===== src/rtl/div_result_queue_if.sv =====
// Handshake bundle for div_result_queue: operand intake and result drain.
// The slave modport is the stage itself; master is whoever feeds and drains it.
interface div_result_queue_if;
    logic       in_valid;
    logic       in_ready;
    logic [3:0] a_in;
    logic [3:0] b_in;
    logic       out_valid;
    logic       out_ready;
    logic [3:0] out_q;
    logic       out_err;

    modport master (
        output in_valid, a_in, b_in, out_ready,
        input  in_ready, out_valid, out_q, out_err
    );

    modport slave (
        input  in_valid, a_in, b_in, out_ready,
        output in_ready, out_valid, out_q, out_err
    );
endinterface


===== src/rtl/div_result_queue.sv =====
// Registered operand stage in front of the 4-bit combinational divider, plus a
// small result FIFO and a saturating divide-by-zero counter.
module div_result_queue #(
    parameter int unsigned DEPTH = 2,
    parameter int unsigned ERR_W = 4
) (
    input  logic               clk,
    input  logic               rst_n,
    div_result_queue_if.slave  bus,
    output logic [3:0]         div_a,
    output logic [3:0]         div_b,
    input  logic [3:0]         div_s,
    input  logic               div_err,
    output logic [ERR_W-1:0]   err_count,
    input  logic               err_clr
);
    localparam int unsigned PW = $clog2(DEPTH);
    localparam int unsigned CW = $clog2(DEPTH + 1);
    localparam logic [CW:0] DEPTH_V = (CW + 1)'(DEPTH);

    logic          op_valid;
    logic [PW-1:0] wr_ptr;
    logic [PW-1:0] rd_ptr;
    logic [CW-1:0] count;
    logic [3:0]    mem_q   [DEPTH];
    logic          mem_err [DEPTH];

    logic          accept;
    logic          push;
    logic          pop;
    logic [3:0]    push_q;
    logic [CW:0]   used;

    // Credits count the in-flight operand too, so a capture push never finds the FIFO full.
    assign used         = {1'b0, count} + {{CW{1'b0}}, op_valid};
    assign bus.in_ready = (used < DEPTH_V);

    assign accept = bus.in_valid && bus.in_ready;
    assign push   = op_valid;
    assign pop    = bus.out_valid && bus.out_ready;
    assign push_q = div_err ? 4'h0 : div_s;

    assign bus.out_valid = (count != '0);
    assign bus.out_q     = mem_q[rd_ptr];
    assign bus.out_err   = mem_err[rd_ptr];

    always_ff @(posedge clk) begin
        if (!rst_n) begin
            op_valid <= 1'b0;
            div_a    <= '0;
            div_b    <= '0;
        end else begin
            op_valid <= accept;
            if (accept) begin
                div_a <= bus.a_in;
                div_b <= bus.b_in;
            end
        end
    end

    // Storage is cleared on reset so the head reads as zero before the first push.
    always_ff @(posedge clk) begin
        if (!rst_n) begin
            mem_q   <= '{default: '0};
            mem_err <= '{default: 1'b0};
            wr_ptr  <= '0;
            rd_ptr  <= '0;
            count   <= '0;
        end else begin
            if (push) begin
                mem_q[wr_ptr]   <= push_q;
                mem_err[wr_ptr] <= div_err;
                wr_ptr          <= wr_ptr + 1'b1;
            end
            if (pop) begin
                rd_ptr <= rd_ptr + 1'b1;
            end
            case ({push, pop})
                2'b10:   count <= count + 1'b1;
                2'b01:   count <= count - 1'b1;
                default: count <= count;
            endcase
        end
    end

    always_ff @(posedge clk) begin
        if (!rst_n || err_clr) begin
            err_count <= '0;
        end else if (push && div_err && (err_count != '1)) begin
            err_count <= err_count + 1'b1;
        end
    end
endmodule


===== src/flat_wrapper.sv =====
// flat-port wrapper written by rule: the top's interface ports become plain ports
module div_result_queue_flat 
#(
    parameter int unsigned DEPTH = 2,
    parameter int unsigned ERR_W = 4
)
  (clk, rst_n, div_a, div_b, div_s, div_err, err_count, err_clr, bus_in_valid, bus_a_in, bus_b_in, bus_out_ready, bus_in_ready, bus_out_valid, bus_out_q, bus_out_err);
  div_result_queue_if bus_i ();
  input  logic clk;
  input  logic rst_n;
  output logic [3:0] div_a;
  output logic [3:0] div_b;
  input  logic [3:0] div_s;
  input  logic div_err;
  output logic [ERR_W-1:0] err_count;
  input  logic err_clr;
  input wire logic [$bits(bus_i.in_valid)-1:0] bus_in_valid;
  input wire logic [$bits(bus_i.a_in)-1:0] bus_a_in;
  input wire logic [$bits(bus_i.b_in)-1:0] bus_b_in;
  input wire logic [$bits(bus_i.out_ready)-1:0] bus_out_ready;
  output wire logic [$bits(bus_i.in_ready)-1:0] bus_in_ready;
  output wire logic [$bits(bus_i.out_valid)-1:0] bus_out_valid;
  output wire logic [$bits(bus_i.out_q)-1:0] bus_out_q;
  output wire logic [$bits(bus_i.out_err)-1:0] bus_out_err;
  assign bus_i.in_valid = bus_in_valid;
  assign bus_i.a_in = bus_a_in;
  assign bus_i.b_in = bus_b_in;
  assign bus_i.out_ready = bus_out_ready;
  assign bus_in_ready = bus_i.in_ready;
  assign bus_out_valid = bus_i.out_valid;
  assign bus_out_q = bus_i.out_q;
  assign bus_out_err = bus_i.out_err;
  div_result_queue #(.DEPTH(DEPTH), .ERR_W(ERR_W)) u_core (.clk(clk), .rst_n(rst_n), .bus(bus_i), .div_a(div_a), .div_b(div_b), .div_s(div_s), .div_err(div_err), .err_count(err_count), .err_clr(err_clr));
endmodule

===== config.mk =====
export PLATFORM = sky130hd
export DESIGN_NAME = div_result_queue_flat
export DESIGN_NICKNAME = d
export VERILOG_FILES = /design/src/rtl/div_result_queue_if.sv /design/src/rtl/div_result_queue.sv /design/src/flat_wrapper.sv
export SDC_FILE = /design/constraint.sdc
export NUM_CORES = 1
export LEC_CHECK = 0
export CAP_MARGIN = 25
export CORE_MARGIN = 1
export CORE_UTILIZATION = 23
export DETAILED_ROUTE_END_ITERATION = 10
export HOLD_SLACK_MARGIN = 0.08
export SLEW_MARGIN = 5
export SYNTH_ARGS = -nofsm -noshare
export SYNTH_HDL_FRONTEND = slang
export SYNTH_SLANG_ARGS = --single-unit

===== constraint.sdc =====
create_clock -name clk -period 1.9 [get_ports clk]
set_input_delay 0.475 -clock clk [delete_from_list [all_inputs] [get_ports clk]]
set_output_delay 0.475 -clock clk [all_outputs]
set_load 0.005 [all_outputs]

==> impl_metrics.yaml, run 1 <==
outcome:
  status: "completed"
timing:
  worst_slew_pin_slew_ns: 0.292
  fin_crit_ns: 1.82
  finalClockSkew_ns: 0.00545
  slew_viol_final: 0
  period_share: 0.960
  slew_headroom: 0.805
  tns_ns: 0
  grt_setup_unrepaired: "false"
  finalHoldViolations: 0
  fmax_ghz: 0.548
  setup_viol: 0
setup_path:
  r2r_start: "u_core.count[0]"
  cp_cell_sequence: "or2_2, clkdlybuf4s50_1"
  startpoint_type: "flip-flop"
  cp-end-kind: "output port"
  path_class: "reg2out"
  slowest_stage: "clkdlybuf4s50_1"
  critPathMaxStageDelay_ns: 0.44
  worstSetupStartpoint: "u_core.count[0]"
  crit_fanout: 5
  path_delay_family: "buffers and inverters"
  required_ns: 1.42
  arrival_ns: 1.35
  critPathBufInv: 1
pwr:
  leakage_uw: 0.000716
  irDropWorstVdd_uv: 556
  power_uw: 1540
  power.density_nw_per_um2: 876
place:
  place_area_sq_um: 1670
  portBuffers: 36
  gp_congestion: 0.730
  hpwl_um: 1710
  placed_cells: 229
yosys:
  syn_area_sq_um: 1200
  yosysUniqueCellTypes: 27
  syn_avg_cell_area_sq_um: 9.64
  synth_area_leader_cell: "dfxtp_1"
  ys.warnings.count: 0
  syn_nets: 145
  yosys.area.top_type_share: 0.449
  yosysSeqAreaShare: 0.449
  synth_area_leaders: "dfxtp_1, mux2i_1, nor2b_1"
  synth-seq-cells: 27
  synthCells: 125
layout:
  num-fill-cells: 517
  nets: 191
  final_layout_size_suffix_gt1_frac: 0.153
  area_growth_pct: 45.7
  fin_area_sq_um: 1760
  fin_util: 0.360
  diodes: 0
  final_cells: 237
route:
  viasPerCell: 4.06
  drc: 0
  routed_wl_um: 2440
  num_vias: 962
  wl_per_cell_um: 10.3
  drt_first_pass_iters: 4
  postRouteAntennaNets: 0
  drt_first_iter_violations: 46
flow_run:
  max_cap_viol_count: 0
global_routing:
  grt_use_total: 0.102
  antenna_found_initial: 0
  grt_pass1_vias: 931
  grt_pass1_wl_um: 4270
  grt-ovfl-total: 0
  grt_max_degree: 20
floorplanning:
  io_pins: 37
  start_util: 0.247
  core-area_sq_um: 4880
  die_area_sq_um: 5530
  num_rows: 25
  fp.dieW_um: 74.4
  die_h_um: 74.4
clock_tree:
  numClockSinks: 27
  ctsRootBufferMaster: "clkbuf_8"
  cts_tree: "built"
  clk_path_buf_depth: 2
  htreeDepth: 1
  clk_latency_ns: 0.27
  cts.reportedPaths.clkPinSlew_ns: 0.09
  cts_inserted_buffers: 3
worst_hold_path:
  hold_class: "reg2reg"
  hold_start: "u_core.div_a[1]"
==> sequential cells by signal, summed over array words and instances, names as in the netlist <==
| signal | cells |
|---|---|
| u_core.mem_err | 2 |
| u_core.op_valid | 1 |
| u_core.count | 2 |
| u_core.div_a | 4 |
| u_core.div_b | 4 |
| u_core.mem_q | 8 |
| u_core.err_count | 4 |
| u_core.rd_ptr | 1 |
| u_core.wr_ptr | 1 |
==> synth_stat cells <==
library cell and count:
nand3_1 2, and2_1 3, buf_6 1, a211oi_1 1, o21a_1 2, nand2b_1 1, nand3b_1 1, a21boi_1 1
buf_2 2, dfxtp_1 27, mux2_2 5, inv_1 1, and4b_1 1, or2_2 1, nor3_1 2, clkbuf_1 4
nor2b_1 16, xnor2_1 3, or3_1 2, o21ai_0 3, ha_1 2, a41oi_1 1, and3_1 2, nand2_1 19
a21oi_1 4, mux2i_1 17, a21boi_0 1
==> tightest hold or removal path, cell delays in order, from the launching register on <==
cell	delay, ns
dfxtp_1	0.32
nand2_1	0.05
mux2i_1	0.05
==> path summary, 6_finish.rpt <==
| check | to | slack, ns | depth (start not counted) |
|---|---|---|---|
| setup / recovery | bus_out_valid | 0.08 | 2 |
| setup reg to reg | u_core.count[1] | 0.49 | 5 |
| hold reg to reg | u_core.div_a[1] | 0.46 | 2 |
| hold / removal | u_core.div_a[1] | 0.46 | 2 |
==> cell type report <==
class                           count  area, sq um  share of cell area
Multi-Input combinational cell     90          628               0.358
Sequential cell                    27          547               0.311
Timing Repair Buffer               48          444               0.253
Tap cell                           67         83.8              0.0478
Clock buffer                        3         41.3              0.0235
Clock inverter                      1         7.51             0.00428
Inverter                            1         3.75             0.00214
==> where the power goes <==
group          internal (uW)  total (uW)  leakage, uW  switching [uW]
Clock                    149         335    0.0000217             186
Sequential               638         692     0.000222            54.4
Combinational            330         510     0.000473             180
==> metrics by stage <==
stage,setup slack (ns),hold slack (ns)
after global routing,0.0123,0.490
after CTS,0.0213,0.467
after global placement,0.0539,0.445
final,0.0760,0.462
after floorplan,0.467,0.440
after detailed placement,0.0127,0.450
==> per-layer routing <==
metal	GRT usage	part of all wire	vias to the layer above
met5	0	0	-
met4	0.0189	0.0082	0
met3	0.0339	0.048	2
met2	0.170	0.46	24
met1	0.128	0.48	427
li1	-	-	509
==> cell families (layout without fill, tap and decap cells) <==
family | after synthesis | in the layout | share of synthesized area
AND/OR/NAND/NOR | 50 | 50 | 0.220
flip-flops | 27 | 27 | 0.449
multiplexers | 22 | 22 | 0.188
AO/OA/AOI/OAI | 13 | 13 | 0.0675
buffers and inverters | 8 | 53 | 0.0332
XOR/XNOR | 3 | 3 | 0.0218
adder cells (fa/ha/maj) | 2 | 2 | 0.0208
==> cells in the final DEF, fill, tap and decap left out, drive strengths merged, types with 2 or more instances in the layout <==
cell type      netlist  routed
or3                  2       2
o21a                 2       2
clkdlybuf4s50        0      31
dlygate4sd2          0       5
dfxtp               27      27
clkbuf               4       3
o21ai                3       3
a21oi                4       4
buf                  3      12
ha                   2       2
nor3                 2       2
and2                 3       3
and3                 2       2
nor2b               16      16
mux2i               17      17
nand3                2       2
a21boi               2       2
nand2               19      19
xnor2                3       3
mux2                 5       5
==> repair_timing <==
| item | in CTS | in global routing |
|---|---|---|
| setup endpoints to repair | 6 | 3 |
| hold buffers | 0 | 0 |
| buffers inserted | 3 | 1 |
| gates resized for setup | 8 | 2 |
Note: power is estimated with default switching activity, not from simulation.
==> run 2, diff against run 1 <==
Settings changed: CORE_UTILIZATION 23 to 41, PLACE_DENSITY set to 0.72.
==> impl_metrics.yaml, run 2 (synthesis results as in run 1) <==
floorplanning:
  io_pins: 37
  die_h_um: 56.2
  fp.dieW_um: 56.2
  num_rows: 19
  die_area_sq_um: 3160
  core-area_sq_um: 2780
  start_util: 0.433
clock_tree:
  numClockSinks: 27
  cts_inserted_buffers: 3
  cts.reportedPaths.clkPinSlew_ns: 0.15
  clk_latency_ns: 0.32
  ctsHoldBuffers: 0
  htreeDepth: 1
  clk_path_buf_depth: 2
  cts_tree: "built"
  ctsRootBufferMaster: "clkbuf_4"
worst_hold_path:
  hold_class: "reg2reg"
pwr:
  swShare: 0.284
  pwr-share-clk: 0.170
  comb_power_share: 0.352
  leakage_uw: 0.000706
  power.density_nw_per_um2: 863
  p_sw_uw: 418
  irDropWorstVdd_uv: 683
  p_int_uw: 1050
  power_frac_seq: 0.478
route:
  wl_per_cell_um: 12.8
  drc: 0
  num_vias: 1015
  drt_first_iter_violations: 14
  routed_wl_um: 2570
  drt_first_pass_iters: 4
  met3_length_um: 112
  viasPerCell: 5.05
  wl_met1_um: 1100
  postRouteAntennaNets: 0
  routed.top_layer: "met4"
  met2_length_um: 1340
layout:
  nets: 191
  area_growth_pct: 41.4
  diodes: 0
  final_cell_mix: "clkdlybuf4s50_1, dfxtp_1, nand2_1"
  layout_commonest_cell: "clkdlybuf4s50_1"
  final_layout_size_suffix_gt1_frac: 0.165
  largest-register: "u_core.mem_q"
  largest_register_ffs: 8
timing:
  worst_slew_pin_slew_ns: 0.271
  finalClockSkew_ns: 0.00209
  slew_headroom: 0.819
  slew_viol_final: 0
  holdWs_ns: 0.470
  finalHoldViolations: 0
  fmax_ghz: 0.545
  fin_crit_ns: 1.84
  setup_viol: 0
  fin_ws_ns: 0.0649
  period_share: 0.966
  grt_setup_unrepaired: "false"
place:
  gp_congestion: 0.718
  portBuffers: 36
  hpwl_um: 1920
  place_worst_setup_slack_ns: 0.00944
global_routing:
  grt_pass1_vias: 1099
  antenna_found_initial: 0
  grt_max_degree: 18
  grt-ovfl-total: 0
  grt_use_total: 0.178
  grt_pass1_wl_um: 4470
setup_path:
  arrival_ns: 1.36
  startpoint_type: "flip-flop"
  cp-end-kind: "output port"
  path_class: "reg2out"
  required_ns: 1.42
  crit_fanout: 4
outcome:
  status: "completed"
flow_run:
  max_cap_viol_count: 0
-- run 2: layer usage --
metal,global-route usage,vias up
li1,-,511
met3,0.0488,2
met2,0.338,25
met5,0,-
met4,0.0488,0
met1,0.189,477
-- run 2: stage by stage --
| stage | total power (uW) | cell area, sq um | util | setup TNS [ns] | std cells |
|---|---|---|---|---|---|
| CTS | 1490 | 1700 | 0.611 | -0.00633 | 201 |
| detailed placement | 1180 | 1630 | 0.585 | 0 | 193 |
| global route | 1550 | 1700 | 0.613 | 0 | 201 |
| floorplan | 951 | 1200 | - | 0 | 125 |
| finish | 1470 | 1700 | 0.613 | 0 | 201 |
| global placement | 1150 | 1630 | 0.585 | 0 | 193 |
-- run 2: area by class of cell --
| class | count | area (sq um) |
|---|---|---|
| flip-flops and latches | 27 | 553 |
| multi-input cells | 90 | 628 |
| clock inverters | 1 | 5.00 |
| inverters | 1 | 3.75 |
| clock buffers | 3 | 22.5 |
| repair buffers | 48 | 453 |
| well taps | 31 | 38.8 |
| fillers | 238 | 1080 |
-- run 2: path summary, 6_finish.rpt --
check                                     start              end  slack (ns)  depth (start not counted)
worst max-delay path              u_core.rd_ptr     bus_out_q[3]        0.06                          3
worst min-delay path            u_core.div_a[3]  u_core.div_a[3]        0.47                          2
worst max register to register  u_core.count[1]  u_core.count[1]        0.35                          6
worst min register to register  u_core.div_a[3]  u_core.div_a[3]        0.47                          2
-- run 2: power by group through the flow --
stage	registers, uW	clock network, uW	logic, uW
after global routing	714	274	562
after global placement	709	0	445
final	702	250	518
after floorplan	681	0	271
after CTS	700	257	528
after detailed placement	711	0	468
-- run 2: what timing repair did --
action | 4_1_cts | 5_1_grt
gates resized for setup | 16 | 6
endpoints found under the setup margin | 7 | 5
setup buffers | 4 | 0
-- run 2: critical path, cell delays in order, from the launching register on --
cell	delay, ns
dfxtp_4	0.41
buf_6	0.11
mux2_2	0.32
clkdlybuf4s15_1	0.20
==> patch: new RTL, flow settings as in run 1 <==
Register the inputs `div_s` and `div_err` before use. The logic sees them one clock later. The other inputs are not delayed to match.
--- a/src/rtl/div_result_queue.sv
+++ b/src/rtl/div_result_queue.sv
@@ -17,6 +17,14 @@
     localparam int unsigned PW = $clog2(DEPTH);
     localparam int unsigned CW = $clog2(DEPTH + 1);
     localparam logic [CW:0] DEPTH_V = (CW + 1)'(DEPTH);
+
+    logic [3:0] div_s_q;
+    logic div_err_q;
+
+    always_ff @(posedge clk) begin
+        div_s_q   <= div_s;
+        div_err_q <= div_err;
+    end
 
     logic          op_valid;
     logic [PW-1:0] wr_ptr;
@@ -38,7 +46,7 @@
     assign accept = bus.in_valid && bus.in_ready;
     assign push   = op_valid;
     assign pop    = bus.out_valid && bus.out_ready;
-    assign push_q = div_err ? 4'h0 : div_s;
+    assign push_q = div_err_q ? 4'h0 : div_s_q;
 
     assign bus.out_valid = (count != '0);
     assign bus.out_q     = mem_q[rd_ptr];
@@ -69,7 +77,7 @@
         end else begin
             if (push) begin
                 mem_q[wr_ptr]   <= push_q;
-                mem_err[wr_ptr] <= div_err;
+                mem_err[wr_ptr] <= div_err_q;
                 wr_ptr          <= wr_ptr + 1'b1;
             end
             if (pop) begin
@@ -86,7 +94,7 @@
     always_ff @(posedge clk) begin
         if (!rst_n || err_clr) begin
             err_count <= '0;
-        end else if (push && div_err && (err_count != '1)) begin
+        end else if (push && div_err_q && (err_count != '1)) begin
             err_count <= err_count + 1'b1;
         end
     end
Formal check against the unedited RTL: not equivalent (a bounded check fails within 4 cycles, from zero or initial values and one cycle with rst_n low).
==> patch against run 1 <==
Routed wire length grew 7.4%; total power grew 19%; cell area grew 7.7%; critical path depth is the same; setup slack lost 0.0011 ns; largest cell class is now registers; highest routed layer unchanged; fmax is essentially flat; critical path type unchanged; sequential power grew 16%; sequential cell count grew 5; combinational power shrank 5.7%; synthesized area grew 9.0%.
==> patch: results (changes against run 1) <==
stage;metric;value;unit;change
detailed_routing;via count;1012;;was 962
placement;cell total after placement;237;;was 229
placement;placed instance area;1780;sq um;was 1670 sq um
placement;RePlAce Congestion;0.722;;was 0.730
yosys;Synthesized Nets;150;;was 145
yosys;main flop type after synthesis;dfxtp_1;;unchanged
cells_and_area;Fill cells;578;;was 517
sta;period utilization;0.961;;was 0.960
power_and_ir_drop;LEAKAGE;0.772;nW;was 0.716 nW
detailed_routing;DRT Wirelength;2620;microns;was 2440 microns
global_route;first-pass GRT wire length;4550;microns;was 4270 microns
global_route;largest net degree at the start of global routing;32;;was 20
global_route;met1 usage;0.119;;was 0.128
yosys;top post-synthesis cells by area;dfxtp_1 49%, mux2i_1 13%, nor2b_1 7.6%, nand2_1 5.4%, mux2_2 4.3%;;was dfxtp_1 45%, mux2i_1 14%, nor2b_1 8.3%, nand2_1 5.9%, mux2_2 4.7%
min_path;hold_sp;u_core.div_a[0];;was u_core.div_a[1]
power_and_ir_drop;worst vdd ir;362;uV;was 556 uV
run_status;status;finished clean;;unchanged
clock_network;Clock Pin Slew Worst Setup and Hold Paths;0.07;ns;was 0.09 ns
detailed_routing;First DRT Iteration DRCs;32;;was 46
global_route;met2 Use GR;0.150;;was 0.170
sta;Least-Margin Pin Slew;0.271;ns;was 0.292 ns
yosys;post-synthesis sequential area ratio;0.488;;was 0.449
sta;Clock Skew;0.00267;ns;was 0.00545 ns
yosys;Gate Count Post-Synth;130;;was 125
global_route;met3 Use GR;0.0341;;was 0.0339
detailed_routing;via/cell ratio;4.10;;was 4.06
clock_network;H-tree depth;2;;was 1
setup_path;Worst setup startpoint;u_core.count[1];;was u_core.count[0]
global_route;GRT Total Usage;0.0997;;was 0.102
cells_and_area;layout cells sized above 1;0.160;;was 0.153
yosys;most instantiated cells after synthesis;32 x dfxtp_1, 19 x nand2_1, 17 x mux2i_1;;was 27 x dfxtp_1, 19 x nand2_1, 17 x mux2i_1
cells_and_area;final net count;194;;was 191
yosys;Post-synth ARST share;0;;unchanged
clock_network;TritonCTS buffer count;5;;was 3
placement;hpwl dp;1810;microns;was 1710 microns
==> patch: cell count changes in the layout (fill, tap and decap cells not counted), moves of 2 or more <==
| cell | run 1 | this run |
|---|---|---|
| buf_4 | 12 | 7 |
| dfxtp_1 | 24 | 29 |
| clkinv_2 | 0 | 2 |
| clkbuf_8 | 3 | 6 |
==> patch: final timing paths <==
path / endpoint / slack, ns / depth (start not counted)
setup / recovery: bus_out_valid / 0.07 / 2
setup reg to reg: u_core.count[1] / 0.51 / 4
hold reg to reg: u_core.div_a[0] / 0.46 / 2
hold / removal: u_core.div_a[0] / 0.46 / 2
==> patch: repair_timing <==
action                                  4_1_cts  5_1_grt
hold buffers                                  0        0
endpoints found under the setup margin        6        1
setup buffers                                 2        0
resized for setup                             8        2
hold endpoints to repair                      0        0
==> patch: cells by family (layout without fill, tap and decap cells) <==
logic type | count (synthesis) | in the layout | synth area share
AND/OR/NAND/NOR | 50 | 50 | 0.204
flip-flops | 32 | 32 | 0.488
adder cells (fa/ha/maj) | 2 | 2 | 0.0190
multiplexers | 22 | 22 | 0.172
buffers and inverters | 8 | 53 | 0.0352
AO/OA/AOI/OAI | 13 | 13 | 0.0619
XOR/XNOR | 3 | 3 | 0.0200
==> patch: critical path, stage by stage (launching register included) <==
cell             delay [ns]
dfxtp_2                0.34
or2_2                  0.28
clkdlybuf4s50_1        0.45
==> patch: stage by stage <==
stage          hold WS, ns  power (mW)  setup WS, ns
4_1_cts              0.465        1.87        0.0223
2_1_floorplan        0.440        1.07         0.467
5_1_grt              0.478        1.95        0.0173
3_3_place_gp         0.444        1.28        0.0532
3_5_place_dp         0.448        1.28        0.0218
6_report             0.459        1.83        0.0748
==> patch: power by group <==
group / internal (mW) / switching (mW) / total [mW]
sequential: 0.749 / 0.0571 / 0.806
combinational: 0.310 / 0.171 / 0.481
clock: 0.289 / 0.250 / 0.539
total: 1.35 / 0.478 / 1.83
==> patch: per-layer routing <==
layer  share of wire  vias up
met5               0        -
met4           0.017        0
met3           0.054        5
met2            0.46       22
met1            0.47      459
li1                -      526
==> patch: layout make-up <==
type	instances	area (sq um)	area share
repair buffers	44	427	0.226
well taps	72	90.1	0.0477
flip-flops and latches	32	647	0.342
inverters	1	3.75	0.00199
multi-input cells	90	631	0.334
clock inverters	2	10.0	0.00529
clock buffers	6	82.6	0.0437
